[src/rtl/axi4ar_arbiter.sv]
// axi4ar_arbiter: two-requester AXI4 AR-channel arbiter with round-robin/QoS
// selection and a single registered output stage; arid[1] carries the winner.
module axi4ar_arbiter #(
    parameter int RST_PTR = 0,
    parameter int QOS_ARB = 0
) (
    input  logic        clk,
    input  logic        rst_n,
    input  logic        s0_arvalid,
    output logic        s0_arready,
    input  logic [1:0]  s0_arid,
    input  logic [31:0] s0_araddr,
    input  logic [7:0]  s0_arlen,
    input  logic [2:0]  s0_arsize,
    input  logic [1:0]  s0_arburst,
    input  logic        s0_arlock,
    input  logic [3:0]  s0_arcache,
    input  logic [2:0]  s0_arprot,
    input  logic [3:0]  s0_arqos,
    input  logic [3:0]  s0_arregion,
    input  logic        s1_arvalid,
    output logic        s1_arready,
    input  logic [1:0]  s1_arid,
    input  logic [31:0] s1_araddr,
    input  logic [7:0]  s1_arlen,
    input  logic [2:0]  s1_arsize,
    input  logic [1:0]  s1_arburst,
    input  logic        s1_arlock,
    input  logic [3:0]  s1_arcache,
    input  logic [2:0]  s1_arprot,
    input  logic [3:0]  s1_arqos,
    input  logic [3:0]  s1_arregion,
    output logic        m_arvalid,
    input  logic        m_arready,
    output logic [1:0]  m_arid,
    output logic [31:0] m_araddr,
    output logic [7:0]  m_arlen,
    output logic [2:0]  m_arsize,
    output logic [1:0]  m_arburst,
    output logic        m_arlock,
    output logic [3:0]  m_arcache,
    output logic [2:0]  m_arprot,
    output logic [3:0]  m_arqos,
    output logic [3:0]  m_arregion,
    output logic        grant_idx
);
    typedef enum logic {EMPTY, FULL} state_e;

    state_e      state_q, state_d;
    logic        ptr_q, ptr_d, grant_q, grant_d;
    logic [62:0] pl_q, pl_d, s0_pl, s1_pl;
    logic        free, win, acc;

    // arid[1] is replaced by the requester index so read data can be routed back
    assign s0_pl = {1'b0, s0_arid[0], s0_araddr, s0_arlen, s0_arsize, s0_arburst,
                    s0_arlock, s0_arcache, s0_arprot, s0_arqos, s0_arregion};
    assign s1_pl = {1'b1, s1_arid[0], s1_araddr, s1_arlen, s1_arsize, s1_arburst,
                    s1_arlock, s1_arcache, s1_arprot, s1_arqos, s1_arregion};

    assign {m_arid, m_araddr, m_arlen, m_arsize, m_arburst, m_arlock,
            m_arcache, m_arprot, m_arqos, m_arregion} = pl_q;
    assign m_arvalid = (state_q == FULL);
    assign grant_idx = grant_q;

    always_comb begin
        free       = (state_q == EMPTY) | m_arready;
        win        = (s0_arvalid & s1_arvalid)
                   ? ((QOS_ARB != 0 && s0_arqos != s1_arqos) ? (s1_arqos > s0_arqos) : ptr_q)
                   : s1_arvalid;
        s0_arready = rst_n & free & s0_arvalid & ~win;
        s1_arready = rst_n & free & s1_arvalid & win;
        acc        = s0_arready | s1_arready;
        state_d    = acc ? FULL : (m_arready ? EMPTY : state_q);
        ptr_d      = acc ? ~win : ptr_q;
        grant_d    = acc ? win : grant_q;
        pl_d       = acc ? (win ? s1_pl : s0_pl) : pl_q;
    end

    always_ff @(posedge clk or negedge rst_n) begin
        if (!rst_n) begin
            state_q <= EMPTY;
            ptr_q   <= 1'(RST_PTR);
            grant_q <= 1'b0;
            pl_q    <= '0;
        end else begin
            state_q <= state_d;
            ptr_q   <= ptr_d;
            grant_q <= grant_d;
            pl_q    <= pl_d;
        end
    end
endmodule

[config.mk]
export PLATFORM = sky130hd
export DESIGN_NAME = axi4ar_arbiter
export DESIGN_NICKNAME = d
export VERILOG_FILES = /design/src/rtl/axi4ar_arbiter.sv
export SDC_FILE = /design/constraint.sdc
export NUM_CORES = 1
export LEC_CHECK = 0
export ABC_CLOCK_PERIOD_IN_PS = 1500
export CAP_MARGIN = 20
export CORE_UTILIZATION = 38
export DETAILED_ROUTE_END_ITERATION = 8
export GPL_TIMING_DRIVEN = 0
export PLACE_DENSITY = 0.81
export SLEW_MARGIN = 20
export SYNTH_ARGS = -nofsm -noshare
export SYNTH_HDL_FRONTEND = slang
export SYNTH_SLANG_ARGS = --single-unit
[constraint.sdc]
create_clock -name clk -period 1.5 [get_ports clk]
set_input_delay 0.225 -clock clk [delete_from_list [all_inputs] [get_ports clk]]
set_output_delay 0.225 -clock clk [all_outputs]
set_load 0.01 [all_outputs]
---- After elaboration in Yosys (flattened, before gate mapping) ----
Cells that the tools add are included.
storage, ports and cells
  register bits ........................... 66
  input port bits ......................... 131
  output and inout port bits .............. 67
operators by class
  muxes and demuxes ....................... 4
  bitwise operators ....................... 10
  reductions and logical operators ........ 1
operators with widths
  cell               number
  $mux 63            1
  $and 1x1->1        6
  $mux 1             3
  $not 1->1          2
  $or 1x1->1         2
  $reduce_bool 2->1  1

---- Depth between registers and ports, before layout ----
  depth after elaboration ................. 7
  gate-level depth with buffers ........... 6
  gate-level depth less buffers ........... 4

---- Worst setup path before layout ----
OpenSTA, ideal clock, no wires.
  path kind ............................... flip-flop to flip-flop
  start point ............................. reg state_q (netlist: m_arvalid)
  end point ............................... reg pl_q[0]
  arrival time ............................ 1,192 ps
  data required time ...................... 1,377 ps
  slack ................................... 185 ps
  stages on the path, launching flop included .. 6
  period minus slack after synthesis ...... 1,315 ps
  cells stage by stage .................... dfrtp_1 > nand2b_1 > buf_6 > nand4_2 > buf_2 > o221a_1
between the ends
  word-level cells in the longest chain between the ends .. 6
  elaborated cells between the ends (all ways) .. 8
  classes of those cells .................. bitwise (8)
RTL lines
  what                                         RTL line  RTL
  start: declaration                           49        state_e state_q, state_d;
  start signal: assignment                     86        state_q <= state_d;
  $not 1->1 (*)                                66        free = (state_q == EMPTY) | m_arready;
  $or 1x1->1 (*)                               66
  $and 1x1->1 (*)                              70, 71
  $and 1x1->1 (on tied branches) (2 in a row)  70, 71
  $or 1x1->1 (*)                               72        acc = s0_arready | s1_arready;
  end signal: assignment                       89        pl_q <= pl_d;
  end: declaration                             51        logic [62:0] pl_q, pl_d, s0_pl, s1_pl;
Mark *: on every way between the ends. The rest lies on a longest branch, timed or not.
A chain may end at the register's enable or synchronous reset.

---- Worst setup path in the final report ----
  start point ............................. reg state_q (netlist: m_arvalid)
  end point ............................... out s1_arready
between the ends
  word-level cells in the longest chain between the ends .. 5
RTL lines
  what                      RTL line  RTL
  $not 1->1                 66
  $or 1x1->1                66
  $and 1x1->1 (3 in a row)  71        s1_arready = rst_n & free & s1_arvalid & win;
  end: declaration          22        output logic s1_arready,
No other way between the ends.

==> metrics.csv <==
stage;metric;value;unit
run_status;status;finished with violations;
run_status;failing checks;negative setup slack;
sta;Worst Max-Slew Pin Slew;0.892;ns
worst_hold_path;Worst Hold Depth;3;
detailed_routing;Met1 Wirelength;4570;um
worst_hold_path;HP Start;rst_n;
floorplan;die area;0.00905;sq mm
sta;Final Hold Slack;0.257;ns
placed_design;DPL Wire Length;8370;um
logic_synthesis;Yosys reg bits;65;
worst_hold_path;Hold Path Sink;ptr_q;
clock_network;Max clock buf depth;2;
critical_path;Critical Path AT;1.32;ns
floorplan;Die Ht;95.1;um
power_and_ir_drop;Max VDD drop;0.000534;V
sta;final slew viol count;0;
clock_network;CTS tree;done;
clock_network;Clock Sinks;65;
critical_path;r2r worst-path depth;7;
detailed_routing;total routed wirelength;11800;um
logic_synthesis;synth top area cells;dfrtp_1 49%, o221a_1 20%, a21oi_1 9.7%, nand3_1 9.4%, buf_2 3.0%;
detailed_routing;# DRC;0;
final_layout;NumNets Final;654;
final_layout;multi-input logic area;0.00142;sq mm
critical_path;critical path's most frequent cell;buf_6;
critical_path;slowest stage cell, crit path;dfrtp_1;
critical_path;WP data required;1.27;ns
clock_network;Num CTS Buffers;9;
sta;worst setup margin;-0.0413;ns
logic_synthesis;asr flop ratio synth;100;%
worst_hold_path;hold crit path type;input pin to flip-flop;
critical_path;crit path launch;m_arvalid;
floorplan;Starting Density;39.7;%
detailed_routing;Post-DRT Antenna Nets;0;
logic_synthesis;Yosys Warn Count;0;
final_layout;fillers;616;
final_layout;share of layout cells above drive strength 1;12.9;%
detailed_routing;WL met3;909;um
sta;Max Clock Freq;649;MHz
logic_synthesis;synthesized net count;438;
detailed_routing;mean number of vias per cell;5.66;
final_layout;Ant. Diodes;0;
detailed_routing;Detailed Routing Iterations Pass 1;4;
floorplan;Die Wd;95.1;um
placed_design;PortBufs;195;
detailed_routing;WL met2;6040;um
global_route;GRT Total Usage;25.9;%
global_route;initial antenna violation count;0;
logic_synthesis;Mapped Area;0.00330;sq mm
logic_synthesis;number of synthesized flops with an enable pin;0;
detailed_routing;Iter 0 DRT Violations;105;
logic_synthesis;primary flip-flop cell chosen by synthesis mapping;dfrtp_1;
sta;Final min period;1.54;ns
placed_design;dpl cells;608;
job;Max-Cap Viols;0;
floorplan;I/O pin count;198;
critical_path;worst-path cell chain;nand2b_1 > buf_6 > nand4_4 > buf_6 > inv_4 > buf_6;
sta;Worst Skew;0.00805;ns
critical_path;Worst setup EP type;output port;
logic_synthesis;average size of a mapped cell;10.7;sq um
logic_synthesis;post-synth top area cell;dfrtp_1;
logic_synthesis;Synth top cells by count;65 x dfrtp_1, 64 x a21oi_1, 62 x nand3_1;
sta;Fin. Hold Viols;0;
critical_path;Setup CP Type;flip-flop to output port;
critical_path;crit path launch type;flip-flop;
sta;RSZ-0062 raised after global routing;true;
sta;period utilization;103;%
critical_path;Critical path buffers and inverters;4;
global_route;largest net degree at the start of global routing;27;
detailed_routing;top layer in use;met4;
logic_synthesis;top cell type's share of synthesized area;49.3;%
logic_synthesis;Mapped Cells;307;
logic_synthesis;count leader, synth;dfrtp_1;
detailed_routing;DR WL/cell;18.7;um
floorplan;core area;0.00830;sq mm
logic_synthesis;sequential share of the synthesized area;49.3;%
final_layout;Reg area;0.00163;sq mm
clock_network;root buffer cell;clkbuf_8;
power_and_ir_drop;P_leak;2.51;nW
critical_path;Crit path max-delay family;buffers and inverters;
critical_path;worst stage delay on the critical path;0.38;ns
detailed_routing;DR vias;3579;
clock_network;H-tree levels;3;
floorplan;Rows;33;
critical_path;reg2reg end;pl_q[41];
critical_path;worst reg2reg startpoint;m_arvalid;
sta;Max transition margin;40.3;%
logic_synthesis;synth unique cells;19;
final_layout;synthesis-to-finish area growth;78.6;%
final_layout;post-route insts no fill;632;
placed_design;GPL Wtd Cong;0.807;
global_route;vias in the first global route;3582;
power_and_ir_drop;Power Dens Cells;1060;mW/mm^2
global_route;GRT Residual Overflow;0;
clock_network;Worst-path clk slew;0.06;ns
critical_path;Worst R2R Setup Slack;0.05;ns
sta;setup violators final;2;
clock_network;worst skew pair latency;0.33;ns
critical_path;Max FO, Critical Path;4;
global_route;first-pass GRT wire length;17700;um
[logic make-up after synthesis]
group	Yosys count	synth area share, %
flip-flops	65	49.3
buffers and inverters	44	8.16
AO/OA/AOI/OAI	130	31.9
AND/OR/NAND/NOR	68	10.6
[sequential cells by signal (all words and copies together) (netlist names)]
register / cells
pl_q: 63
m_arvalid: 1
ptr_q: 1
[placed cells by master, fill, tap and decap left out]
cell and instances:
nand2b_1 2, dlymetal6s2s_1 46, buf_2 14, a21oi_1 63
a21o_1 1, clkbuf_2 3, dfrtp_1 65, buf_12 1
clkdlybuf4s50_1 138, a41oi_1 1, o211a_1 1, buf_16 1
clkbuf_8 11, nand2_1 1, buf_6 13, o221a_1 60
clkbuf_1 7, nand2_4 1, clkinv_2 2, inv_4 1
a21oi_2 1, o221a_2 2, buf_4 9, dlygate4sd3_1 2
dlygate4sd2_1 8, buf_8 2, clkbuf_4 4, and2_1 1
bufbuf_16 1, nand3_1 62, nand4_4 1, bufinv_16 1
o211ai_1 1
[how the worst max path moves through the flow]
stage          cells past startpoint         end  slack, ns
5_1_grt                            6  s1_arready      -0.09
4_1_cts                            4  s0_arready      -0.04
3_5_place_dp                       6  s1_arready      -0.87
2_1_floorplan                      5     pl_q[0]       0.18
3_3_place_gp                       5  s1_arready      -3.57
6_report                           6  s1_arready      -0.04
[worst min-delay path: cells and delay by family]
kind,cells,cell delay (ns)
AOI/OAI and AO/OA,1,0.11
buffers and inverters,2,0.20
[area by class of cell]
type,instances,area share (%)
Timing Repair Buffer,207,37.6
Sequential cell,65,27.6
Multi-Input combinational cell,198,24.1
Buffer,41,4.99
Clock buffer,12,2.63
Tap cell,105,2.23
Clock inverter,3,0.680
Inverter,1,0.106
[metal layers]
metal / vias to the layer above / global-route usage, %
met5: - / 0
met4: 0 / 9.34
met3: 20 / 7.02
met2: 166 / 44.7
met1: 1746 / 30.6
li1: 1647 / -
[stage by stage]
stage	cell area [sq um]	TNS [ns]	worst slack, ns	total power [W]	util [%]
floorplan	3300	0	0.185	0.00336	-
global placement	5380	-342.41	-3.57	0.00470	64.8
detailed placement	5400	-27.80	-0.869	0.00477	65.0
CTS	5750	-0.0826	-0.0441	0.00632	69.2
global route	5890	-0.198	-0.0925	0.00655	71.0
finish	5890	-0.0580	-0.0413	0.00622	71.0
[where the power goes]
part | leakage, nW | switching (W) | total [W] | internal [W]
registers | 0.711 | 0.000223 | 0.00235 | 0.00213
clock network | 0.102 | 0.000653 | 0.00150 | 0.000846
logic | 1.70 | 0.00101 | 0.00238 | 0.00137
[repair_timing]
item | 4_1_cts | 5_1_grt
gates resized for setup | 31 | 58
hold endpoints to repair | 43 | 0
gates cloned | 1 | 0
hold buffers | 3 | 0
endpoints found under the setup margin | 68 | 95
setup buffers | 6 | 1
pin swaps | 0 | 1
(Power assumes the default switching activity.)
